$ cat src/rtl/mem_port_arbiter_pkg.sv
// ============================================================================
// mem_port_arbiter_pkg : shared constants, FSM states and owner encodings
// Rev 1.0
// ============================================================================
`default_nettype none

package mem_port_arbiter_pkg;

  localparam logic RST_ENABLE   = 1'b1;
  localparam logic CHIP_ENABLE  = 1'b1;
  localparam logic CHIP_DISABLE = 1'b0;
  localparam int   ADDR_BUS     = 32;
  localparam int   DATA_BUS     = 32;
  localparam logic [DATA_BUS-1:0] ZERO_WORD = '0;

  typedef enum logic [1:0] {
    ARB_IDLE   = 2'd0,
    ARB_ACCESS = 2'd1,
    ARB_WAIT   = 2'd2,
    ARB_RESP   = 2'd3
  } arb_state_e;

  typedef enum logic {
    OWN_IF  = 1'b0,
    OWN_MEM = 1'b1
  } arb_owner_e;

endpackage

`default_nettype wire

$ cat src/rtl/mem_port_arbiter_arb_grant.sv
// ============================================================================
// arb_grant : combinational winner select between IF and MEM requesters.
// ARB_FAIR_EN adds the fairness-flag input that hands contention to IF.  Rev 1.0
// ============================================================================
`default_nettype none

module arb_grant
  import mem_port_arbiter_pkg::*;
(
  input  logic if_req,
  input  logic mem_req,
`ifdef ARB_FAIR_EN
  input  logic fair_flag,
`endif
  output logic grant_vld,
  output logic grant_own
);

  always_comb begin
    grant_vld = if_req | mem_req;
`ifdef ARB_FAIR_EN
    // MEM wins unless it won the previous contended round.
    grant_own = (mem_req && !(if_req && fair_flag)) ? OWN_MEM : OWN_IF;
`else
    grant_own = mem_req ? OWN_MEM : OWN_IF;
`endif
  end

endmodule

`default_nettype wire

$ cat src/rtl/mem_port_arbiter.sv
// ============================================================================
// mem_port_arbiter : shares one fixed-latency sync RAM between IF and MEM.
// Optional macro ARB_FAIR_EN alternates grants under contention.  Rev 1.0
// ============================================================================
`default_nettype none

module mem_port_arbiter
  import mem_port_arbiter_pkg::*;
#(
  parameter int LATENCY = 1,
  parameter int ADDR_W  = ADDR_BUS,
  parameter int DATA_W  = DATA_BUS
) (
  input  logic              clk,
  input  logic              rst,
  input  logic              if_req,
  input  logic [ADDR_W-1:0] if_addr,
  output logic [DATA_W-1:0] if_rdata,
  output logic              if_ready,
  input  logic              mem_req,
  input  logic              mem_we,
  input  logic [3:0]        mem_sel,
  input  logic [ADDR_W-1:0] mem_addr,
  input  logic [DATA_W-1:0] mem_wdata,
  output logic [DATA_W-1:0] mem_rdata,
  output logic              mem_ready,
  output logic              ram_en,
  output logic              ram_we,
  output logic [3:0]        ram_sel,
  output logic [ADDR_W-1:0] ram_addr,
  output logic [DATA_W-1:0] ram_wdata,
  input  logic [DATA_W-1:0] ram_rdata,
  output logic              stall_req
);

  localparam int              CNT_W    = (LATENCY > 1) ? $clog2(LATENCY) : 1;
  localparam logic [CNT_W-1:0] CNT_LOAD = CNT_W'(LATENCY - 1);

  arb_state_e        state_q, state_d;
  arb_owner_e        owner_q, owner_d;
  logic [CNT_W-1:0]  cnt_q, cnt_d;
  logic              ram_en_q, ram_en_d, ram_we_q, ram_we_d;
  logic [3:0]        ram_sel_q, ram_sel_d;
  logic [ADDR_W-1:0] ram_addr_q, ram_addr_d;
  logic [DATA_W-1:0] ram_wdata_q, ram_wdata_d;
  logic [DATA_W-1:0] if_rdata_q, if_rdata_d, mem_rdata_q, mem_rdata_d;
  logic              if_ready_q, if_ready_d, mem_ready_q, mem_ready_d;
  logic              grant_vld, grant_own;
`ifdef ARB_FAIR_EN
  logic              fair_q, fair_d;
`endif

  arb_grant u_arb_grant (
    .if_req    (if_req),
    .mem_req   (mem_req),
`ifdef ARB_FAIR_EN
    .fair_flag (fair_q),
`endif
    .grant_vld (grant_vld),
    .grant_own (grant_own)
  );

  always_comb begin
    state_d     = state_q;
    owner_d     = owner_q;
    cnt_d       = cnt_q;
    ram_en_d    = CHIP_DISABLE;
    ram_we_d    = 1'b0;
    ram_sel_d   = ram_sel_q;
    ram_addr_d  = ram_addr_q;
    ram_wdata_d = ram_wdata_q;
    if_rdata_d  = if_rdata_q;
    mem_rdata_d = mem_rdata_q;
    if_ready_d  = 1'b0;
    mem_ready_d = 1'b0;
`ifdef ARB_FAIR_EN
    fair_d      = fair_q;
`endif
    case (state_q)
      ARB_IDLE: begin
        if (grant_vld) begin
          state_d  = ARB_ACCESS;
          owner_d  = arb_owner_e'(grant_own);
          ram_en_d = CHIP_ENABLE;
          if (grant_own == OWN_MEM) begin
            ram_we_d    = mem_we;
            ram_sel_d   = mem_sel;
            ram_addr_d  = mem_addr;
            ram_wdata_d = mem_wdata;
          end else begin
            ram_sel_d   = 4'hF;
            ram_addr_d  = if_addr;
          end
`ifdef ARB_FAIR_EN
          if (grant_own == OWN_MEM && if_req) fair_d = 1'b1;
          else if (grant_own == OWN_IF && mem_req) fair_d = 1'b0;
`endif
        end
      end
      ARB_ACCESS: begin
        state_d = ARB_WAIT;
        cnt_d   = CNT_LOAD;
      end
      ARB_WAIT: begin
        // Last WAIT cycle: RAM output is valid now, capture into the owner.
        if (cnt_q == '0) begin
          state_d = ARB_RESP;
          if (owner_q == OWN_MEM) begin
            mem_rdata_d = ram_rdata;
            mem_ready_d = 1'b1;
          end else begin
            if_rdata_d  = ram_rdata;
            if_ready_d  = 1'b1;
          end
        end else begin
          cnt_d = cnt_q - CNT_W'(1);
        end
      end
      ARB_RESP: state_d = ARB_IDLE;
      default:  state_d = ARB_IDLE;
    endcase
  end

  always_ff @(posedge clk) begin
    if (rst == RST_ENABLE) begin
      state_q     <= ARB_IDLE;
      owner_q     <= OWN_IF;
      cnt_q       <= '0;
      ram_en_q    <= CHIP_DISABLE;
      ram_we_q    <= 1'b0;
      ram_sel_q   <= 4'h0;
      ram_addr_q  <= '0;
      ram_wdata_q <= DATA_W'(ZERO_WORD);
      if_rdata_q  <= DATA_W'(ZERO_WORD);
      mem_rdata_q <= DATA_W'(ZERO_WORD);
      if_ready_q  <= 1'b0;
      mem_ready_q <= 1'b0;
`ifdef ARB_FAIR_EN
      fair_q      <= 1'b0;
`endif
    end else begin
      state_q     <= state_d;
      owner_q     <= owner_d;
      cnt_q       <= cnt_d;
      ram_en_q    <= ram_en_d;
      ram_we_q    <= ram_we_d;
      ram_sel_q   <= ram_sel_d;
      ram_addr_q  <= ram_addr_d;
      ram_wdata_q <= ram_wdata_d;
      if_rdata_q  <= if_rdata_d;
      mem_rdata_q <= mem_rdata_d;
      if_ready_q  <= if_ready_d;
      mem_ready_q <= mem_ready_d;
`ifdef ARB_FAIR_EN
      fair_q      <= fair_d;
`endif
    end
  end

  assign ram_en    = ram_en_q;
  assign ram_we    = ram_we_q;
  assign ram_sel   = ram_sel_q;
  assign ram_addr  = ram_addr_q;
  assign ram_wdata = ram_wdata_q;
  assign if_rdata  = if_rdata_q;
  assign if_ready  = if_ready_q;
  assign mem_rdata = mem_rdata_q;
  assign mem_ready = mem_ready_q;
  assign stall_req = (if_req & ~if_ready_q) | (mem_req & ~mem_ready_q);

endmodule

`default_nettype wire

$ cat config.mk
export PLATFORM = sky130hd
export DESIGN_NAME = mem_port_arbiter
export DESIGN_NICKNAME = d
export VERILOG_FILES = /design/src/rtl/mem_port_arbiter_pkg.sv /design/src/rtl/mem_port_arbiter_arb_grant.sv /design/src/rtl/mem_port_arbiter.sv
export SDC_FILE = /design/constraint.sdc
export NUM_CORES = 1
export LEC_CHECK = 0
export ABC_CLOCK_PERIOD_IN_PS = 1750
export CORE_ASPECT_RATIO = 1.1
export CORE_MARGIN = 8
export CORE_UTILIZATION = 39
export DETAILED_ROUTE_END_ITERATION = 7
export PLACE_DENSITY = 0.8
export RECOVER_POWER = 100
export SLEW_MARGIN = 20
export SYNTH_ARGS = -nofsm -noshare
export SYNTH_HDL_FRONTEND = slang
export SYNTH_SLANG_ARGS = --single-unit
$ cat constraint.sdc
create_clock -name clk -period 1.75 [get_ports clk]
set_input_delay 0.35 -clock clk [delete_from_list [all_inputs] [get_ports clk]]
set_output_delay 0.35 -clock clk [all_outputs]
set_load 0.03 [all_outputs]
# After elaboration in Yosys (flattened, before gate mapping)
# Index checks and enable logic that the tools add are counted.
[totals]
reg_bits = 140
in_bits = 137
out_inout_bits = 137
[classes]
addsub = 1
eq_ne = 5
mux = 11
bitwise = 12
n_reduce_logical = 10
[op_table]
columns = ["operator", "n"]
rows = [
  ["$mux W32", 1],
  ["$reduce_and A3 Y1", 3],
  ["$not A1 Y1", 8],
  ["$pmux W2 S4", 1],
  ["$mux W1", 5],
  ["$eq A2 B2 Y1 const B", 2],
  ["$mux W2", 2],
  ["$mux W4", 1],
  ["$ne A2 B2 Y1 const B", 2],
  ["$reduce_and A2 Y1", 2],
  ["$reduce_or A4 Y1", 1],
  ["$reduce_or A3 Y1", 1],
  ["$and A1 B1 Y1", 2],
  ["$eq A2 B1 Y1 const B", 1],
  ["$logic_not A2 Y1", 1],
  ["$or A1 B1 Y1", 2],
  ["$pmux W1 S2", 1],
  ["$reduce_bool A2 Y1", 1],
  ["$reduce_or A2 Y1", 1],
  ["$sub A1 B1 Y1 const B", 1],
]

# Logic depth before layout (Yosys ltp)
# Gate-level depths: netlist of run 1.
[logic_depth]
depth_word = 3
depth_mapped = 7

# Modules after synthesis
# From an unflattened synthesis of run 1, not the netlist that was laid out.
[hier_totals]
cells_unflattened = 605
hier_area_um2 = 5375.2
[modules_own_cells]
columns = ["module", "n_inst", "cells_per_inst", "area_each_um2", "seq_area_each_um2"]
rows = [
  ["mem_port_arbiter", 1, 603, 5361.4, 2782.7],
  ["arb_grant", 1, 2, 13.8, 0.0],
]

# Least setup slack after synthesis of run 1
# Ideal clock, no wire load.
[synth_path]
path_type = "input -> output"
start = "input port mem_req"
end = "output port stall_req"
arrival_ps = 1294
required_time_ps = 1400
setup_slack_ps = 106
stages = 4
path_cell_list = "buf_4 > buf_2 > inv_1 > o22ai_1"
[synth_via]
elab_chain_cells = 2
[synth_rtl]
columns = ["element", "line_no", "rtl"]
rows = [
  ["start: declaration", "mem_port_arbiter.sv:20", "input logic mem_req,"],
  ["$and A1 B1 Y1", "mem_port_arbiter.sv:169", "assign stall_req = (if_req & ~if_ready_q) | (mem_req & ~mem_ready_q);"],
  ["$or A1 B1 Y1", "mem_port_arbiter.sv:169", ""],
  ["end: declaration", "mem_port_arbiter.sv:33", "output logic stall_req"],
]
# No other way between the ends.

# Worst setup path in the final report of run 1
[layout_path]
start = "input port if_req"
end = "output port stall_req"
[layout_via]
elab_chain_cells = 2
[layout_rtl]
columns = ["element", "line_no", "rtl"]
rows = [
  ["start: declaration", "mem_port_arbiter.sv:16", "input logic if_req,"],
  ["$and A1 B1 Y1", "mem_port_arbiter.sv:169", ""],
  ["$or A1 B1 Y1", "mem_port_arbiter.sv:169", ""],
]
# No other way between the ends.

==> results of run 1 <==
per-layer routing:
layer / wire, um / share of wire, %
met5: 0 / 0
met4: 457 / 2.5
met3: 1550 / 8.6
met2: 9130 / 51
met1: 6870 / 38
cell families after synthesis:
| family | Yosys count | share of synthesized area (%) |
|---|---|---|
| flip-flops | 139 | 54.8 |
| AO/OA/AOI/OAI | 132 | 15.8 |
| buffers and inverters | 50 | 5.40 |
| multiplexers | 33 | 6.51 |
| adder cells (fa/ha/maj) | 2 | 0.493 |
| AND/OR/NAND/NOR | 221 | 17.0 |
cell usage after synthesis, drive strengths merged:
library cell / count
nand2: 195
dfxtp: 139
a21oi: 97
buf: 33
mux2i: 33
o2bb2ai: 32
nor2: 14
clkbuf: 12
inv: 5
nor3: 5
and2: 2
ha: 2
nand2b: 2
nor3b: 2
a211oi: 1
nor2b: 1
o21a: 1
o22ai: 1
how the worst max path moves through the flow:
stage,to,cells after the start,slack [ns],startpoint
4_1_cts,ram_addr[4],1,0.17,ram_addr[4]
2_1_floorplan,stall_req,4,0.11,mem_req
5_1_grt,mem_rdata[3],6,0.05,state_q[0]
3_3_place_gp,stall_req,4,0.01,if_req
6_report,stall_req,4,0.14,if_req
3_5_place_dp,stall_req,4,0.007,if_req
power groups by stage:
stage | Clock, W | Combinational [W] | Sequential (W)
final | 0.00396 | 0.00405 | 0.00408
after global routing | 0.00417 | 0.00433 | 0.00415
after CTS | 0.00403 | 0.00415 | 0.00408
after detailed placement | 0 | 0.00452 | 0.00416
after global placement | 0 | 0.00442 | 0.00414
after floorplan | 0 | 0.00144 | 0.00525
stage by stage:
step           hold WS, ns  instances  util (%)  instance area [um^2]
2_1_floorplan        0.486        577         -                  5070
5_1_grt              0.233       1006      66.4                  8400
3_3_place_gp         0.441        975      62.8                  7940
6_report             0.239       1006      66.4                  8400
4_1_cts              0.221       1006      66.6                  8430
3_5_place_dp         0.446        975      62.8                  7940
state kept, by name (all words and copies together), names as in the netlist, 2 cells and up:
register	cells
state_q	2
mem_rdata	32
ram_wdata	32
if_rdata	32
ram_sel	4
ram_addr	32
what timing repair did:
action	4_1_cts	5_1_grt
setup endpoints to repair	137	0
setup buffers	0	0
gates resized for setup	137	0
critical path: stages:
cell and delay [ns]:
sky130_fd_sc_hd__dlygate4sd2_1 0.30, sky130_fd_sc_hd__inv_1 0.08, sky130_fd_sc_hd__o22ai_1 0.19, sky130_fd_sc_hd__clkbuf_1 0.33
final cells by class:
| type | instances | area, um^2 |
|---|---|---|
| fillers | 1090 | 4250 |
| flip-flops and latches | 139 | 2780 |
| repair buffers | 286 | 2720 |
| multi-input cells | 388 | 2020 |
| clock buffers | 21 | 470 |
| well taps | 157 | 196 |
| clock inverters | 10 | 189 |
| inverters | 5 | 18.8 |
==> run summary, run 1 <==
STA
----------------------------------------------------------------------------------
Post-route clock period utilization                                          92.0%
Total negative slack for setup checks                                         0 ns
Final setup slack of the worst path                                       0.141 ns
Slew Viols, Final                                                                0
Highest achievable clock rate                                              621 MHz
Unrepaired setup endpoints after global routing                              false
Slew HR                                                                      72.1%
Worst-margin pin slew                                                     0.418 ns
Hold Fails Final Rpt                                                             0
Final period demand of the worst path                                      1.61 ns
Setup violations, final                                                          0
Worst-case clock skew                                                    0.0120 ns

LOGIC SYNTHESIS
----------------------------------------------------------------------------------
Syn. warnings                                                                    0
Number of cells produced by synthesis                                          577
Synth top area share                                                         54.8%
Netlist Area Pre-Place                                                   5070 um^2
Total nets after synthesis                                                     716
Count of distinct cell types in the synthesized netlist                         24
Register bit total from synthesis                                              139
Mean Syn Cell Area                                                       8.79 um^2
Top post-synthesis cells by area                                      sky130_fd_sc_hd__dfxtp_1, sky130_fd_sc_hd__nand2_1, sky130_fd_sc_hd__a21oi_1
Cell taking the most area after synthesis                             sky130_fd_sc_hd__dfxtp_1
Share of synthesized area occupied by flip-flops and latches                 54.8%

SETUP PATH
----------------------------------------------------------------------------------
Worst EP required                                                          1.40 ns
Nature of the critical path startpoint                                primary input
Worst setup EP type                                                   primary output
R2R depth                                                                        6
Beginning of the worst register-to-register path                        state_q[0]
Slack of the worst reg-to-reg path                                         0.17 ns
WS Path Type                                                          primary input to primary output
Largest fanout of any net on the critical path                                   5
Destination of the worst register-to-register timing path             ram_addr[27]
Crit path DAT                                                              1.26 ns

WORST HOLD PATH
----------------------------------------------------------------------------------
Worst Hold Depth                                                                 2
Hold wc startpoint                                                             rst
Hold EP                                                               ram_wdata[17]
Type of the worst min-delay path                                      primary input to flip-flop

FLOORPLAN
----------------------------------------------------------------------------------
IO Pins                                                                        274
Starting Density                                                             40.1%
Core Region                                                             12600 um^2
# rows                                                                          43
Die outline area                                                        16900 um^2
Vertical die dimension                                                      136 um
Die Span X                                                                  125 um

PWR
----------------------------------------------------------------------------------
Part of the total power dissipated in sequential elements                    33.7%
IR drop worst, VDD                                                        0.693 mV
Int Power                                                                0.00785 W
Leakage power                                                              3.74 nW
Clock power share                                                            32.7%
Combinational group share of total power                                     33.5%
Total power draw                                                          0.0121 W
P_sw                                                                     0.00423 W
Switching part of the total power                                            35.0%
Power Density                                                         1440 nW/um^2

PLACE
----------------------------------------------------------------------------------
Routability congestion estimate                                              0.798
I/O Buffers                                                                    273
Detailed Place HPWL                                                        13.6 mm
Post-placement worst setup slack                                        0.00712 ns

GRT
----------------------------------------------------------------------------------
Global routing usage on met2                                                 35.7%
Global-route wire length before repair                                     27.7 mm
Largest net degree at the start of global routing                               41
Total global-route track usage                                               20.5%
Number of global-route vias before repair                                     5119
Residual overflow from global routing                                            0
Global Route met3 Usage                                                      8.14%
Number of antenna violations at the first check in global routing                0
Met1 Use GR                                                                  21.7%
Highest-utilization routing layer at the global route stage                   met2

DETAILED ROUTING
----------------------------------------------------------------------------------
DRT antenna net count                                                            0
Routed via count                                                              5003
Detail-routed via count per cell                                              4.97
Routed length per instance                                                 17.9 um
DRC violation count after routing                                                0
Sum of routed wire length over all layers                                  18.0 mm
Total iterations of the first detailed-routing run                               4
DRC violation total after the first TritonRoute iteration                      218

LAYOUT
----------------------------------------------------------------------------------
Syn-to-layout area delta                                                     65.5%
Share of final-layout standard cells stronger than drive strength 1          5.89%
Number of nets at the end of the flow                                          976
Top library cells by usage in the layout, fill and taps aside         sky130_fd_sc_hd__nand2_1, sky130_fd_sc_hd__dfxtp_1, sky130_fd_sc_hd__dlygate4sd2_1, sky130_fd_sc_hd__clkdlybuf4s50_1, sky130_fd_sc_hd__a21oi_1
Most common library cell in the layout ignoring fill and taps         sky130_fd_sc_hd__nand2_1
Diode insertion count for antenna repair                                         0

CTS
----------------------------------------------------------------------------------
Clock slew seen by the registers of the worst setup and hold paths         0.06 ns
Number of hold-repair buffers added at the cts stage                             0
Total clock sinks                                                              139
Clock latency on the worst-skew pair                                       0.41 ns
Root Buffer                                                           sky130_fd_sc_hd__clkbuf_16
Clock buffer count from CTS                                                     17
TritonCTS clock tree                                                          done
H-Tree Depth                                                                     4
Maximum clock path buffer count                                                  2

STATUS
----------------------------------------------------------------------------------
Result of the run                                                        completed

JOB
----------------------------------------------------------------------------------
Max-capacitance violation count                                                  0

Note: power is estimated with default switching activity, not from simulation.
==> inputs of run 2 (changes only) <==
Settings changed: CORE_MARGIN 8 to not set.
==> run 2 against run 1 <==
Count of clock-buffer cells in the layout unchanged. Total power down 1.6%. Sequential share of layout area up 0.074 points. Register-to-register slack better by 0.04 ns. First-iteration DRC count down 15%. Largest power group unchanged.
==> run summary, run 2 (same netlist as run 1, synthesis figures left out) <==
DETAILED ROUTING
----------------------------------------------------------------------------------
DRT antenna net count                                                            0   unchanged
Routed via count                                                              5011   +0.16%
Routed length per instance                                                 15.9 um   -11%
Sum of routed wire length over all layers                                  16.0 mm   -11%
Total iterations of the first detailed-routing run                               4   unchanged
DRC violation count after routing                                                0   unchanged
DRC violation total after the first TritonRoute iteration                      186   -15%
Detail-routed via count per cell                                              4.99   +0.26%

CTS
----------------------------------------------------------------------------------
Number of hold-repair buffers added at the cts stage                             0   unchanged
Maximum clock path buffer count                                                  2   unchanged
Root Buffer                                                           sky130_fd_sc_hd__clkbuf_16
Clock slew seen by the registers of the worst setup and hold paths         0.06 ns   about the same
H-Tree Depth                                                                     4   unchanged
TritonCTS clock tree                                                          done
Total clock sinks                                                              139   unchanged
Clock buffer count from CTS                                                     17   unchanged
Clock latency on the worst-skew pair                                       0.41 ns   about the same

STA
----------------------------------------------------------------------------------
Worst-margin pin slew                                                     0.429 ns   +0.0110 ns
Post-route clock period utilization                                          92.3%   +0.30 points
Slew HR                                                                      71.4%   -0.73 points
Highest achievable clock rate                                              619 MHz   -0.33%
Setup violations, final                                                          0   unchanged
Final setup slack of the worst path                                       0.135 ns   -0.00525 ns
Final period demand of the worst path                                      1.61 ns   +0.00525 ns
Slew Viols, Final                                                                0   unchanged
Unrepaired setup endpoints after global routing                              false
Hold Fails Final Rpt                                                             0   unchanged
Worst-case clock skew                                                   0.00867 ns   -0.00337 ns

GRT
----------------------------------------------------------------------------------
Number of antenna violations at the first check in global routing                0   unchanged
Residual overflow from global routing                                            0   unchanged
Total global-route track usage                                               23.3%   +2.8 points
Number of global-route vias before repair                                     4963   -3.0%
Met1 Use GR                                                                  24.5%   +2.8 points
Global-route wire length before repair                                     24.9 mm   -10%
Highest-utilization routing layer at the global route stage                   met2
Global Route met3 Usage                                                      8.51%   +0.36 points
Global routing usage on met2                                                 42.1%   +6.3 points
Largest net degree at the start of global routing                               51   +24%

PWR
----------------------------------------------------------------------------------
Int Power                                                                0.00771 W   -1.8%
Switching part of the total power                                            35.2%   +0.13 points
IR drop worst, VDD                                                        0.686 mV   -1.0%
P_sw                                                                     0.00418 W   -1.2%
Power Density                                                         1420 nW/um^2   -1.4%
Combinational group share of total power                                     33.8%   +0.3 points
Part of the total power dissipated in sequential elements                    34.2%   +0.5 points
Clock power share                                                            32.0%   -0.7 points
Leakage power                                                              3.72 nW   -0.51%

FLOORPLAN
----------------------------------------------------------------------------------
Die outline area                                                        13500 um^2   -20%
IO Pins                                                                        274   unchanged
Vertical die dimension                                                      122 um   -10%
Die Span X                                                                  111 um   -11%
Starting Density                                                             40.1%   unchanged
Core Region                                                             12600 um^2   unchanged
# rows                                                                          43   unchanged

LAYOUT
----------------------------------------------------------------------------------
Most common library cell in the layout ignoring fill and taps         sky130_fd_sc_hd__nand2_1
Share of final-layout standard cells stronger than drive strength 1          5.66%   -0.23 points
Top library cells by usage in the layout, fill and taps aside         sky130_fd_sc_hd__nand2_1, sky130_fd_sc_hd__dfxtp_1, sky130_fd_sc_hd__dlygate4sd2_1, sky130_fd_sc_hd__clkdlybuf4s50_1, sky130_fd_sc_hd__a21oi_1
# fillers                                                                     1087   -0.28%
Syn-to-layout area delta                                                     65.1%
Diode insertion count for antenna repair                                         0   unchanged
Number of nets at the end of the flow                                          975   -0.10%
Final core utilization                                                       66.3%   -0.15 points

JOB
----------------------------------------------------------------------------------
Max-capacitance violation count                                                  0   unchanged

SETUP PATH
----------------------------------------------------------------------------------
Crit path DAT                                                              1.26 ns   about the same
Largest fanout of any net on the critical path                                   4   -1
Nature of the critical path startpoint                                primary input
Worst setup EP type                                                   primary output
Worst EP required                                                          1.40 ns   about the same
WS Path Type                                                          primary input to primary output

PLACE
----------------------------------------------------------------------------------
Routability congestion estimate                                              0.819   +2.6%
I/O Buffers                                                                    273   unchanged
Detailed Place HPWL                                                        11.5 mm   -15%
Post-placement worst setup slack                                        -0.0518 ns   -0.0589 ns

WORST HOLD PATH
----------------------------------------------------------------------------------
Type of the worst min-delay path                                      primary input to flip-flop

STATUS
----------------------------------------------------------------------------------
Result of the run                                                        completed

## run 2: critical path, cell delays in order
cell and delay (ns):
sky130_fd_sc_hd__dlygate4sd2_1 0.38, sky130_fd_sc_hd__inv_1 0.07, sky130_fd_sc_hd__o22ai_1 0.22, sky130_fd_sc_hd__clkbuf_2 0.24
## run 2: cell type report
type / instances / area, um^2 / share of cell area (%)
clock buffer: 21 / 470 / 5.62
tap: 157 / 196 / 2.34
multi-input combinational: 388 / 2010 / 24.0
timing repair buffer: 285 / 2730 / 32.6
clock inverter: 10 / 165 / 1.97
inverter: 5 / 18.8 / 0.224
sequential: 139 / 2780 / 33.2
## run 2: power groups by stage
stage          logic [W]  registers [W]  clock network (W)
2_1_floorplan    0.00144        0.00525                  0
3_3_place_gp     0.00436        0.00414                  0
5_1_grt          0.00428        0.00414            0.00402
4_1_cts          0.00409        0.00408            0.00387
3_5_place_dp     0.00446        0.00416                  0
6_report         0.00402        0.00407            0.00380
## run 2: per-stage QoR
stage	power [W]	cell area, um^2	setup TNS, ns	instances	hold slack (ns)
after floorplan	0.00670	5070	0	577	0.486
after global placement	0.00849	7940	-0.0557	974	0.441
after detailed placement	0.00862	7940	-0.0969	974	0.445
after CTS	0.0120	8410	0	1005	0.254
after global routing	0.0124	8380	0	1005	0.287
final	0.0119	8380	0	1005	0.278
## run 2: final timing paths
path / from / to / slack (ns) / cells after the start
worst min register to register: ram_wdata[25] / ram_wdata[25] / 0.45 / 2
worst max-delay path: if_req / stall_req / 0.14 / 4
worst min-delay path: rst / ram_wdata[16] / 0.28 / 2
worst max register to register: state_q[0] / ram_wdata[4] / 0.21 / 6
## run 2: timing repair
item / 4_1_cts / 5_1_grt
gates cloned: 0 / 0
gates resized for setup: 136 / 1
setup buffers: 0 / 0
endpoints found under the setup margin: 136 / 1
## run 2: routing by layer
layer	vias up	share of wire [%]
li1	2434	-
met1	2332	39
met2	213	50
met3	32	8.4
met4	0	2.5
met5	-	0
==> RTL change 1: new RTL, settings of run 2 <==
`DATA_BUS`: 32 -> 16.
--- a/src/rtl/mem_port_arbiter_pkg.sv
+++ b/src/rtl/mem_port_arbiter_pkg.sv
@@ -11,5 +11,5 @@
   localparam logic CHIP_DISABLE = 1'b0;
   localparam int   ADDR_BUS     = 32;
-  localparam int   DATA_BUS     = 32;
+  localparam int   DATA_BUS     = 16;
   localparam logic [DATA_BUS-1:0] ZERO_WORD = '0;
 
Ports: changed (5 resized); port bits go from 274 to 194. No check against the original RTL was run, so the function may have changed too.
==> RTL change 1 against run 2 <==
- synthesized cell count is 36% lower
- fmax is 5.9% lower
- sequential cell count is 48 lower
- worst setup slack worse by 100 ps
- routed wire length is 37% lower
- utilization is 3.9 points lower
- critical endpoint is now mem_rdata[0]
- area after synthesis is 31% lower
- design area is 36% lower
- register-to-register slack worse by 50 ps
- count of clock-buffer cells in the layout is 12 lower
- critical path type is now reg2out
- largest cell class unchanged
- power is 42% lower
==> RTL change 1: results (changes against run 2) <==
{| class="wikitable"
! Metric !! Value
|-
| Met2 global-route usage || 0.362 (was 0.421)
|-
| Clk_skew || 9.94 ps (was 8.67 ps)
|-
| Final RePlAce weighted congestion || 0.769 (was 0.819)
|-
| Met1 wire length || 4240 um (was 6180 um)
|-
| Worst min-delay path endpoint || ram_wdata[6]$_SDFFE_PP0P_ (was ram_wdata[16]$_SDFFE_PP0P_)
|-
| Register area || 0.00182 mm^2 (was 0.00278 mm^2)
|-
| Top cells by instance count after synthesis || 99 x sky130_fd_sc_hd__nand2_1, 91 x sky130_fd_sc_hd__dfxtp_1, 49 x sky130_fd_sc_hd__a21oi_1 (was 194 x sky130_fd_sc_hd__nand2_1, 139 x sky130_fd_sc_hd__dfxtp_1, 97 x sky130_fd_sc_hd__a21oi_1)
|-
| Met2 WL post-DR || 4780 um (was 8080 um)
|-
| Total GRT Usage || 0.209 (was 0.233)
|-
| Iteration-0 DRC Markers || 84 (was 186)
|-
| Routing usage on met3 || 0.0653 (was 0.0851)
|-
| Final net count || 663 (was 975)
|-
| Post-cts repair resize count || 46 (was 136)
|-
| Power per cell area || 1290 mW/mm^2 (was 1420 mW/mm^2)
|-
| Status || completed (unchanged)
|-
| Final-layout fill cell count || 795 (was 1087)
|-
| Detailed route wirelength on metal3 || 940 um (was 1340 um)
|-
| Wire length reported by the detailed router || 10100 um (was 16000 um)
|-
| Worst hold path cell count || 3 (was 2)
|-
| Switching power total || 2.83 mW (was 4.18 mW)
|-
| Largest fanout on the critical path || 2 (was 4)
|-
| Average wire per standard cell || 15.0 um (was 15.9 um)
|-
| Placed wire-length estimate after detailed placement || 7450 um (was 11500 um)
|-
| Worst Max-Slew Pin Slew || 681 ps (was 429 ps)
|-
| Vias in the first global route || 3206 (was 4963)
|-
| Cell area reported after detailed placement || 0.00546 mm^2 (was 0.00794 mm^2)
|-
| Wire length of the first global-routing pass || 15400 um (was 24900 um)
|-
| Sequential power || 2.74 mW (was 4.07 mW)
|-
| Clock H-tree levels || 3 (was 4)
|-
| Buffers added on ports || 193 (was 273)
|-
| Minimum hold slack || 445 ps (was 278 ps)
|-
| Slowest library cell on the worst path || sky130_fd_sc_hd__clkdlybuf4s50_1 (was sky130_fd_sc_hd__dlygate4sd2_1)
|-
| Pin count of the biggest net entering global routing || 40 (was 51)
|-
| Fraction of layout instances using a drive strength above 1 || 0.0624 (was 0.0566)
|}
## RTL change 1: cell count changes after synthesis, sizes merged
cell and delta:
clkbuf -4, buf -12, nand2 -96, dfxtp -48, a21oi -48
## RTL change 1: how the worst max path moves through the flow
stage / slack [ps] / to / cells after the start / startpoint
after floorplan: 150 / stall_req / 4 / mem_req
after detailed placement: -90 / if_rdata[10]$_SDFFE_PP0P_ / 5 / state_q[0]$_SDFFE_PP0P_
after global placement: 1 / ram_addr[30]$_SDFFE_PP0P_ / 5 / if_req
after global routing: 0.6 / ram_addr[7] / 1 / ram_addr[7]$_SDFFE_PP0P_
final: 30 / mem_rdata[0] / 1 / mem_rdata[0]$_SDFFE_PP0P_
after CTS: 0.3 / if_rdata[7] / 1 / if_rdata[7]$_SDFFE_PP0P_
## RTL change 1: final cells by class
class,count,area share
well taps,111,0.0261
clock inverters,7,0.0127
flip-flops and latches,91,0.342
repair buffers,205,0.326
multi-input cells,244,0.266
inverters,5,0.00353
clock buffers,9,0.0233
==> RTL change 2: new RTL, settings of run 2 <==
Without the edit above. Encoding of `arb_state_e`: now Gray code (2 bits for 4 states).
--- a/src/rtl/mem_port_arbiter_pkg.sv
+++ b/src/rtl/mem_port_arbiter_pkg.sv
@@ -15,8 +15,8 @@
 
   typedef enum logic [1:0] {
-    ARB_IDLE   = 2'd0,
-    ARB_ACCESS = 2'd1,
-    ARB_WAIT   = 2'd2,
-    ARB_RESP   = 2'd3
+    ARB_IDLE   = 2'b00,
+    ARB_ACCESS = 2'b01,
+    ARB_WAIT   = 2'b11,
+    ARB_RESP   = 2'b10
   } arb_state_e;
 
Check against the original RTL: no difference found for any inputs over 4 cycles, from zero or initial values and one cycle with rst high; so few cycles prove little.
==> RTL change 2 against run 2 <==
- the flow now finishes with violations (design-rule violations)
- clock skew is 0.93 ps lower
- utilization is 0.80 points lower
- count of clock-buffer cells in the layout is 3 higher
- sequential cell count stayed put
- area after synthesis is 2.2% higher
- fmax is 1.4% lower
- global-route usage is 0.35 points lower
- design area hardly changed
- worst setup slack worse by 22 ps
- routed wire length is 2.3% lower
- first-iteration DRC count is 26% higher
Power is not compared: it rests on default switching activity, and its combinational part moved more than twofold at a synthesized area within 25%.
==> RTL change 2: results (changes against run 2) <==
{| class="wikitable"
! Metric !! Value
|-
| Main area contributors after synthesis || sky130_fd_sc_hd__dfxtp_1 54%, sky130_fd_sc_hd__nand2_1 14%, sky130_fd_sc_hd__a21oi_1 13% (was sky130_fd_sc_hd__dfxtp_1 55%, sky130_fd_sc_hd__nand2_1 14%, sky130_fd_sc_hd__a21oi_1 9.6%)
|-
| Share of synthesized area occupied by flip-flops and latches || 0.537 (was 0.548)
|-
| Crit path largest cell delay || 510 ps (was 380 ps)
|-
| Largest fanout on the critical path || 3 (was 4)
|-
| Number of iterations in the first detailed-routing pass || 7 (was 4)
|-
| Detailed route wirelength on metal3 || 1420 um (was 1340 um)
|-
| Worst Max-Slew Pin Slew || 683 ps (was 429 ps)
|-
| Iteration-0 DRC Markers || 235 (was 186)
|-
| Status || finished with violations (was completed)
|-
| Met2 WL post-DR || 7820 um (was 8080 um)
|-
| Clk_skew || 7.75 ps (was 8.67 ps)
|-
| Worst min-delay path endpoint || mem_ready$_SDFF_PP0_ (was ram_wdata[16]$_SDFFE_PP0P_)
|-
| Worst Reg2Reg Path Length in Cells || 4 (was 6)
|-
| Final RePlAce weighted congestion || 0.751 (was 0.819)
|-
| Clock H-tree levels || 4 (unchanged)
|-
| Pin count of the biggest net entering global routing || 58 (was 51)
|-
| Capturing point of the worst reg2reg path || mem_rdata[24]$_SDFFE_PP0P_ (was ram_wdata[4]$_SDFFE_PP0P_)
|-
| Total GRT Usage || 0.229 (was 0.233)
|-
| Post-Synthesis Net Count || 747 (was 716)
|-
| Final net count || 1000 (was 975)
|-
| Top cells by instance count after synthesis || 192 x sky130_fd_sc_hd__nand2_1, 139 x sky130_fd_sc_hd__dfxtp_1, 133 x sky130_fd_sc_hd__a21oi_1 (was 194 x sky130_fd_sc_hd__nand2_1, 139 x sky130_fd_sc_hd__dfxtp_1, 97 x sky130_fd_sc_hd__a21oi_1)
|-
| Met1 wire length || 6190 um (was 6180 um)
|-
| Wire length of the first global-routing pass || 24500 um (was 24900 um)
|-
| Root Driver || sky130_fd_sc_hd__clkbuf_16 (unchanged)
|-
| Pre-CTS worst setup slack || 71.7 ps (was -51.8 ps)
|-
| Met1 Use GR || 0.258 (was 0.245)
|-
| Final cycle utilization of the critical path || 0.936 (was 0.923)
|-
| Placed wire-length estimate after detailed placement || 10700 um (was 11500 um)
|-
| Wire length reported by the detailed router || 15600 um (was 16000 um)
|-
| Via count normalized by instance count || 4.93 (was 4.99)
|-
| Violations in the final reports || design-rule violations
|-
| Routing usage on met3 || 0.0804 (was 0.0851)
|-
| Residual DRC || 20 (was 0)
|-
| Met2 global-route usage || 0.398 (was 0.421)
|}
## RTL change 2: cell type report
cell class | instances | area [um^2]
well taps | 157 | 196
multi-input cells | 417 | 2110
inverters | 2 | 7.51
repair buffers | 286 | 2720
fillers | 1142 | 4420
flip-flops and latches | 139 | 2780
clock buffers | 24 | 472
clock inverters | 8 | 92.6
## RTL change 2: power breakdown
group	leakage [nW]	switching (mW)	internal [mW]
Sequential	1.14	0.0819	3.33
Combinational	2.27	0.766	0.602
Clock	0.278	1.24	2.16
Total	3.69	2.09	6.09
## RTL change 2: kinds of logic after synthesis
logic type | Yosys count | share of synthesized area
mux | 32 | 0.0618
flops | 139 | 0.537
compound gates | 167 | 0.177
buf+inv | 54 | 0.0572
simple gates | 218 | 0.167
## RTL change 2: stage by stage
stage               instances  hold WS, ps  utilization  area [um^2]
CTS                      1033          276        0.658         8430
global placement         1001          440        0.627         8030
floorplan                 610          479            -         5180
finish                   1033          298        0.655         8380
detailed placement       1001          446        0.627         8030
global route             1033          293        0.655         8380
